==> config.mk <==
export PLATFORM = sky130hd
export DESIGN_NAME = console_writer
export DESIGN_NICKNAME = d
export VERILOG_FILES = /design/src/rtl/console_writer.sv
export SDC_FILE = /design/constraint.sdc
export NUM_CORES = 1
export LEC_CHECK = 0
export BUFFER_PORTS_ARGS = -buffer_cell sky130_fd_sc_hd__buf_2
export CAP_MARGIN = 10
export CORE_MARGIN = 2
export CORE_UTILIZATION = 55
export CTS_CLUSTER_DIAMETER = 150
export CTS_CLUSTER_SIZE = 30
export DETAILED_ROUTE_END_ITERATION = 10
export MAX_ROUTING_LAYER = met4
export PLACE_DENSITY = 0.84
export REMOVE_ABC_BUFFERS = 1
export SETUP_SLACK_MARGIN = 0.5
export SYNTH_ARGS = -nofsm -noshare
export SYNTH_HDL_FRONTEND = slang
export SYNTH_SLANG_ARGS = --single-unit
export TNS_END_PERCENT = 5
==> constraint.sdc <==
create_clock -name px_clk -period 6.66 [get_ports px_clk]
set_input_delay 1.332 -clock px_clk [delete_from_list [all_inputs] [get_ports px_clk]]
set_output_delay 1.332 -clock px_clk [all_outputs]
set_load 0.1 [all_outputs]
==> src/rtl/console_writer.sv <==
// Text-write controller for the console VRAM: accepts character codes, tracks a
// screenW x screenH cursor and issues VRAM writes only during video blanking.
module console_writer #(
    parameter int unsigned screenW    = 40,
    parameter int unsigned screenH    = 30,
    parameter logic [7:0]  blank_char = 8'h20
) (
    input  logic        px_clk,
    input  logic        reset_n,
    input  logic [25:0] RGBStr_i,
    input  logic [7:0]  char_i,
    input  logic        char_valid_i,
    output logic        char_ready_o,
    output logic        vram_we_o,
    output logic [10:0] vram_waddr_o,
    output logic [7:0]  vram_wdata_o,
    output logic [5:0]  cursor_x_o,
    output logic [4:0]  cursor_y_o,
    output logic        busy_o
);

    localparam logic [10:0] LastCell = 11'(screenW * screenH - 1);
    localparam logic [10:0] LastCol  = 11'(screenW - 1);
    localparam logic [5:0]  LastX    = 6'(screenW - 1);
    localparam logic [4:0]  LastY    = 5'(screenH - 1);

    typedef enum logic [1:0] {StClrAll, StIdle, StWrite, StClrLine} state_e;

    state_e      state_q, state_d;
    logic [10:0] clr_cnt_q, clr_cnt_d;
    logic [5:0]  cursor_x_q, cursor_x_d;
    logic [4:0]  cursor_y_q, cursor_y_d;
    logic [7:0]  wr_char_q, wr_char_d;
    logic        wr_bs_q, wr_bs_d;
    logic        vram_we_q, vram_we_d;
    logic [10:0] vram_waddr_q, vram_waddr_d;
    logic [7:0]  vram_wdata_q, vram_wdata_d;

    logic        active;
    logic        accept;
    logic        printable;
    logic [4:0]  next_y;
    logic [10:0] row_base;
    logic [10:0] cur_addr;
    logic [24:0] unused_rgb;

    assign active     = RGBStr_i[0];
    assign unused_rgb = RGBStr_i[25:1];
    assign accept     = char_valid_i && char_ready_o;
    assign printable  = (char_i >= 8'h20) && (char_i <= 8'h7E);
    assign next_y     = (cursor_y_q == LastY) ? 5'd0 : cursor_y_q + 5'd1;
    assign row_base   = 11'(cursor_y_q) * 11'(screenW);
    assign cur_addr   = row_base + 11'(cursor_x_q);

    always_ff @(posedge px_clk or negedge reset_n) begin
        if (!reset_n) begin
            state_q      <= StClrAll;
            clr_cnt_q    <= '0;
            cursor_x_q   <= '0;
            cursor_y_q   <= '0;
            wr_char_q    <= '0;
            wr_bs_q      <= 1'b0;
            vram_we_q    <= 1'b0;
            vram_waddr_q <= '0;
            vram_wdata_q <= '0;
        end else begin
            state_q      <= state_d;
            clr_cnt_q    <= clr_cnt_d;
            cursor_x_q   <= cursor_x_d;
            cursor_y_q   <= cursor_y_d;
            wr_char_q    <= wr_char_d;
            wr_bs_q      <= wr_bs_d;
            vram_we_q    <= vram_we_d;
            vram_waddr_q <= vram_waddr_d;
            vram_wdata_q <= vram_wdata_d;
        end
    end

    always_comb begin
        state_d      = state_q;
        clr_cnt_d    = clr_cnt_q;
        cursor_x_d   = cursor_x_q;
        cursor_y_d   = cursor_y_q;
        wr_char_d    = wr_char_q;
        wr_bs_d      = wr_bs_q;
        vram_we_d    = 1'b0;
        vram_waddr_d = vram_waddr_q;
        vram_wdata_d = vram_wdata_q;

        unique case (state_q)
            StIdle: begin
                if (accept) begin
                    if (printable) begin
                        wr_char_d = char_i;
                        wr_bs_d   = 1'b0;
                        state_d   = StWrite;
                    end else begin
                        case (char_i)
                            8'h0D: cursor_x_d = '0;
                            8'h0A: begin
                                cursor_x_d = '0;
                                cursor_y_d = next_y;
                                clr_cnt_d  = '0;
                                state_d    = StClrLine;
                            end
                            8'h08: begin
                                // Cursor moves back first so the write lands on the new cell.
                                if (cursor_x_q != 6'd0) begin
                                    cursor_x_d = cursor_x_q - 6'd1;
                                    wr_bs_d    = 1'b1;
                                    state_d    = StWrite;
                                end
                            end
                            8'h0C: begin
                                cursor_x_d = '0;
                                cursor_y_d = '0;
                                clr_cnt_d  = '0;
                                state_d    = StClrAll;
                            end
                            default: ;
                        endcase
                    end
                end
            end
            StWrite: begin
                if (!active) begin
                    vram_we_d    = 1'b1;
                    vram_waddr_d = cur_addr;
                    vram_wdata_d = wr_bs_q ? blank_char : wr_char_q;
                    if (wr_bs_q) begin
                        state_d = StIdle;
                    end else if (cursor_x_q == LastX) begin
                        cursor_x_d = '0;
                        cursor_y_d = next_y;
                        clr_cnt_d  = '0;
                        state_d    = StClrLine;
                    end else begin
                        cursor_x_d = cursor_x_q + 6'd1;
                        state_d    = StIdle;
                    end
                end
            end
            StClrLine: begin
                if (!active) begin
                    vram_we_d    = 1'b1;
                    vram_waddr_d = row_base + clr_cnt_q;
                    vram_wdata_d = blank_char;
                    if (clr_cnt_q == LastCol) begin
                        state_d = StIdle;
                    end else begin
                        clr_cnt_d = clr_cnt_q + 11'd1;
                    end
                end
            end
            StClrAll: begin
                if (!active) begin
                    vram_we_d    = 1'b1;
                    vram_waddr_d = clr_cnt_q;
                    vram_wdata_d = blank_char;
                    if (clr_cnt_q == LastCell) begin
                        state_d = StIdle;
                    end else begin
                        clr_cnt_d = clr_cnt_q + 11'd1;
                    end
                end
            end
            default: state_d = StClrAll;
        endcase
    end

    always_comb begin
        char_ready_o = (state_q == StIdle);
        busy_o       = (state_q == StClrAll) || (state_q == StClrLine);
        vram_we_o    = vram_we_q;
        vram_waddr_o = vram_waddr_q;
        vram_wdata_o = vram_wdata_q;
        cursor_x_o   = cursor_x_q;
        cursor_y_o   = cursor_y_q;
    end

endmodule

==> results of run 1 <==
[power by group through the flow]
stage / clock network (µW) / logic [µW] / registers (µW)
2_1_floorplan: 0 / 201 / 631
3_3_place_gp: 0 / 462 / 461
3_5_place_dp: 0 / 474 / 465
4_1_cts: 209 / 476 / 458
5_1_grt: 219 / 516 / 469
6_report: 206 / 476 / 460
[metal layers]
| metal | up-vias | global-route usage | share of wire |
|---|---|---|---|
| met5 | - | - | 0 |
| met4 | 0 | 0.06494 | 0.012 |
| met3 | 12 | 0.03502 | 0.052 |
| met2 | 93 | 0.4226 | 0.49 |
| met1 | 1579 | 0.3321 | 0.44 |
| li1 | 1518 | - | - |
[state kept, by name (all words and copies together) (netlist names)]
register / flops
vram_waddr_o: 11
wr_char_q: 8
cursor_x_o: 6
cursor_y_o: 5
state_q: 2
vram_we_o: 1
vram_wdata_o: 8
clr_cnt_q: 11
wr_bs_q: 1
[final timing paths]
path                            slack [ns]       startpoint                to  cells after the start
worst min-delay path                  0.47  vram_wdata_o[1]   vram_wdata_o[1]                      2
max in group asynchronous             5.09          reset_n     cursor_x_o[2]                      2
worst min register to register        0.47  vram_wdata_o[1]   vram_wdata_o[1]                      2
min in group asynchronous             1.10          reset_n   vram_waddr_o[6]                      2
worst max-delay path                  3.24       state_q[0]            busy_o                      4
worst max register to register        3.60    cursor_y_o[1]  vram_waddr_o[10]                     11
[cells by family (layout without fill, tap and decap cells)]
| group | after synthesis | in the layout |
|---|---|---|
| compound gates | 105 | 105 |
| simple gates | 150 | 150 |
| buf+inv | 42 | 78 |
| xor+xnor | 8 | 8 |
| fa+ha+maj | 25 | 25 |
| mux | 14 | 14 |
| flops | 53 | 53 |
[cell usage in the layout, fill, tap and decap left out, types with 9 or more instances in the layout]
master	count
and2_1	10
ha_1	23
a31oi_1	16
nor2b_1	9
buf_2	44
nand3_1	15
dfrtp_1	53
inv_1	23
nor2_1	37
nand2_1	34
mux2_2	12
a21oi_1	19
o2bb2ai_1	10
o21ai_0	12
[stage by stage]
stage | instances | instance area, µm²
global route | 510 | 3984
floorplan | 379 | 3555
finish | 510 | 3984
CTS | 510 | 3984
detailed placement | 502 | 3886
global placement | 502 | 3886
[critical path, cell delays in order, from the launching register on]
cell and delay (ns):
dfrtp_1 0.41, inv_1 0.08, ha_1 0.74, inv_1 0.19, buf_2 0.34
[area by class of cell]
type,count,area [µm²],share of cell area
clock buffer,5,68.82,0.01727
clock inverter,3,28.78,0.007224
inverter,24,90.09,0.02261
multi-input combinational,302,2138,0.5367
sequential,53,1326,0.3329
tap,77,96.34,0.02418
timing repair buffer,46,235.2,0.05905
[cell usage after synthesis, drive strengths merged (10+ instances only)]
cell type  instances  area, µm²
nand2             35      133.9
nor2              37      138.9
dfrtp             53       1326
mux2              13      150.1
ha                23      287.8
o2bb2ai           10      87.58
inv               23      86.33
a21oi             19      95.09
nand3             16      92.59
a31oi             16      100.1
o21ai             15      78.83
and2              11      71.32
==> results.json, run 1 <==
{
  "syn_area_per_cell_um2": 9.184,
  "period_share": 0.5142,
  "antenna_found_initial": 0,
  "grt_pass1_wl_mm": 14.65,
  "die_w_um": 85.42,
  "wl_mm": 8.576,
  "rsz0062_at_grt": "no",
  "cts_tree": "built",
  "ios": 70,
  "synth_seq_cells": 53,
  "drt-wirelength-per-cell_um": 16.82,
  "startpoint_type": "register",
  "yosys.area_share.simple": 0.2251,
  "first_global_vias": 3105,
  "antennaDiodeCount": 0,
  "clk_latency_ns": 0.33,
  "synth_top_family_by_area": "simple AND/OR/NAND/NOR gates",
  "final_core_util": 0.6238,
  "clk_pin_slew_ns": 0.11,
  "drc_errors": 0,
  "overflow": 0,
  "setup_viol": 0,
  "hold_buffers": 0,
  "seqPwrFrac": 0.402,
  "synth_edf_count": 0,
  "status": "complete, no violations",
  "p_sw_uw": 548.7,
  "async_reset_ff_frac": 1.000,
  "grtUsageTotal": 0.2553,
  "synthAdderAreaFrac": 0.08991,
  "leakage_uw": 0.001874,
  "synth_top_flop_cell": "dfrtp_1",
  "drt_iter0_markers": 196,
  "core-area_mm2": 0.006386,
  "total_power_uw": 1142,
  "worst-endpoint-required_ns": 5.33,
  "clkSinkCount": 53,
  "setup_ws_ns": 3.235,
  "p_int_uw": 593.6,
  "yosysWarnings": 0,
  "cts_setup_buffers": 0,
  "viasPerCell": 6.278,
  "power_frac_comb": 0.417,
  "synth_mux_area_frac": 0.04393,
  "portBuffers": 44,
  "hold_viol_final": 0,
  "holdWs_ns": 0.4740,
  "skew_ns": 0.004657,
  "worstMarginPinSlew_ns": 0.8388,
  "seq_area_frac_synth": 0.3638,
  "drive_above_1_share": 0.1986,
  "ant_nets": 0,
  "maxSlewHeadroom": 0.4408,
  "synth_area_mm2": 0.003646,
  "end_kind": "primary output",
  "crit_type": "reg2out",
  "ctsRootBufferMaster": "clkbuf_8",
  "synth-xor-area-share": 0.01922,
  "ys_types": 68,
  "synth_compound_area_frac": 0.2083,
  "fillers": 563,
  "min_period_ns": 3.425,
  "grt_max_degree": 54,
  "pwr-share-clk": 0.181,
  "initial_core_util": 0.5709,
  "cts_max_level": 2,
  "fmax_mhz": 292.0,
  "syn2layout_area_growth_pct": 9.266,
  "drv_slew": 0,
  "cp.arrival_ns": 2.09,
  "vias": 3202,
  "nets": 494,
  "cts_buffer_depth": 2,
  "ir_drop_v": 0.0002570,
  "drtPass1Iterations": 4,
  "std_cell_rows": 29,
  "max_cap_violations": 0,
  "dieArea_mm2": 0.007297,
  "cts_resized": 0,
  "p_per_area_mw_per_mm2": 286.7,
  "dp_hpwl_mm": 6.141,
  "gp_congestion": 0.8828,
  "syn_inst": 397,
  "tns_ns": 0,
  "switching_share": 0.4804,
  "numCtsBuffers": 5,
  "hold_path_class": "reg2reg",
  "worstPathMaxFanout": 21,
  "dpl_worst_slack_ns": 3.066,
  "dieHeight_um": 85.42
}
No activity file was read; power rests on OpenSTA's default activity.
==> inputs of run 2 (changes only) <==
CORE_UTILIZATION = 51   (was 55)
PLACE_DENSITY = 0.82   (was 0.84)
clock period = 3 ns   (was 6.66 ns; I/O delays follow)
==> results.json, run 2 (same netlist as run 1, synthesis figures left out) <==
{
  "status": "complete, no violations",
  "fillers": 585,
  "clk_latency_ns": 0.31,
  "ios": 70,
  "numCtsBuffers": 5,
  "grt_pass1_wl_mm": 14.80,
  "std_cell_rows": 30,
  "syn2layout_area_growth_pct": 17.64,
  "cts_max_level": 2,
  "worst-endpoint-required_ns": 3.26,
  "end_kind": "register",
  "die_w_um": 88.55,
  "max_cap_violations": 0,
  "p_per_area_mw_per_mm2": 588.0,
  "cpPeakStageDelay_ns": 0.56,
  "leakage_uw": 0.001973,
  "worstPathMaxFanout": 3,
  "drv_slew": 0,
  "cts_buffer_depth": 2,
  "drt_iter0_markers": 177,
  "first_global_vias": 3168,
  "dieHeight_um": 88.55,
  "hold_buffers": 0,
  "crit_type": "reg2reg",
  "drive_above_1_share": 0.2765,
  "min_period_ns": 2.689,
  "grtUsageTotal": 0.2459,
  "layout_commonest_cell": "dfrtp_1",
  "vias": 3235,
  "ctsRootBufferMaster": "clkbuf_8",
  "final_core_util": 0.6244,
  "path_common_cell": "inv_2",
  "clk_pin_slew_ns": 0.11,
  "dpl_worst_slack_ns": 0.07074,
  "antenna_found_initial": 0,
  "hold_viol_final": 0,
  "crit_chain": "buf_4 > ha_4 > inv_2 > fa_2 > inv_2 > ha_4 > inv_2 > or4b_4 > a21oi_2 > o32a_1",
  "drc_errors": 0,
  "critPathBufInv": 4,
  "viasPerCell": 5.903,
  "startpoint_type": "register",
  "dieArea_mm2": 0.007841,
  "dp_hpwl_mm": 6.218,
  "setup_viol": 0,
  "worstMarginPinSlew_ns": 0.9267,
  "antennaDiodeCount": 0,
  "fmax_mhz": 371.8,
  "drtPass1Iterations": 4,
  "hold_path_class": "in2async",
  "crit_slowest_cell": "fa_2",
  "portBuffers": 44,
  "rsz0062_at_grt": "yes",
  "mostFrequentLayoutCells": "dfrtp_1 (51), buf_2 (44), nor2_1 (36)",
  "period_share": 0.8964,
  "total_power_uw": 2522,
  "nets": 513,
  "clkSinkCount": 53,
  "gp_congestion": 0.8749,
  "tns_ns": 0,
  "wl_mm": 8.933,
  "maxSlewHeadroom": 0.3724,
  "skew_ns": 0.005673,
  "core-area_mm2": 0.006869,
  "drt-wirelength-per-cell_um": 16.30,
  "ir_drop_v": 0.0002933,
  "reg2reg_slack_ns": 0.31,
  "ant_nets": 0,
  "critPathTopFamily": "adder cells",
  "cts_tree": "built",
  "setup_ws_ns": 0.3107,
  "cp.arrival_ns": 2.95,
  "grt_max_degree": 30,
  "overflow": 0,
  "initial_core_util": 0.5308
}
[run 2: report_power, final]
group | switching (µW) | internal (µW)
combinational | 755 | 307
clock | 269 | 175
sequential | 177 | 839
total | 1200 | 1320
[run 2: final cells by class]
type | instances | area, µm² | share of cell area
multi-input combinational | 302 | 2267 | 0.5286
sequential | 53 | 1329 | 0.3098
timing repair buffer | 65 | 385.4 | 0.08985
tap | 96 | 120.1 | 0.02800
inverter | 24 | 90.09 | 0.02100
clock buffer | 5 | 68.82 | 0.01604
clock inverter | 3 | 28.78 | 0.006709
[run 2: path summary, 6_finish.rpt]
path | start | end | depth (start not counted)
worst min-delay path | reset_n | vram_waddr_o[5] | 1
worst min register to register | vram_wdata_o[1] | vram_wdata_o[1] | 2
min in group px_clk | vram_wdata_o[1] | vram_wdata_o[1] | 2
max in group asynchronous | reset_n | vram_waddr_o[0] | 2
worst max-delay path | cursor_y_o[2] | vram_waddr_o[9] | 10
worst max register to register | cursor_y_o[2] | vram_waddr_o[9] | 10
[run 2: stage by stage]
step / hold slack (ns) / cells / instance area, µm²
after floorplan: 0.3044 / 379 / 3555
after global placement: 0.4472 / 533 / 4000
after detailed placement: 0.4502 / 533 / 4000
after CTS: 0.3417 / 545 / 4213
after global routing: 0.3697 / 548 / 4289
final: 0.3233 / 548 / 4289
[run 2: metal layers]
layer	track usage	up-vias	routed length (µm)
met4	0.05234	0	136
met5	-	-	0
met2	0.4156	101	4497
met1	0.3122	1563	3799
met3	0.04104	16	500
li1	-	1555	-
[run 2: worst reg2reg max path, stage by stage, from the launching register on]
cell	delay (ns)
dfrtp_1	0.42
buf_4	0.15
ha_4	0.28
inv_2	0.04
fa_2	0.56
inv_2	0.05
ha_4	0.26
inv_2	0.05
or4b_4	0.54
a21oi_2	0.13
o32a_1	0.15
[run 2: timing repair]
item,in CTS,in global routing
buffers inserted,4,3
setup endpoints to repair,15,18
pin swaps,16,11
resized for setup,20,9
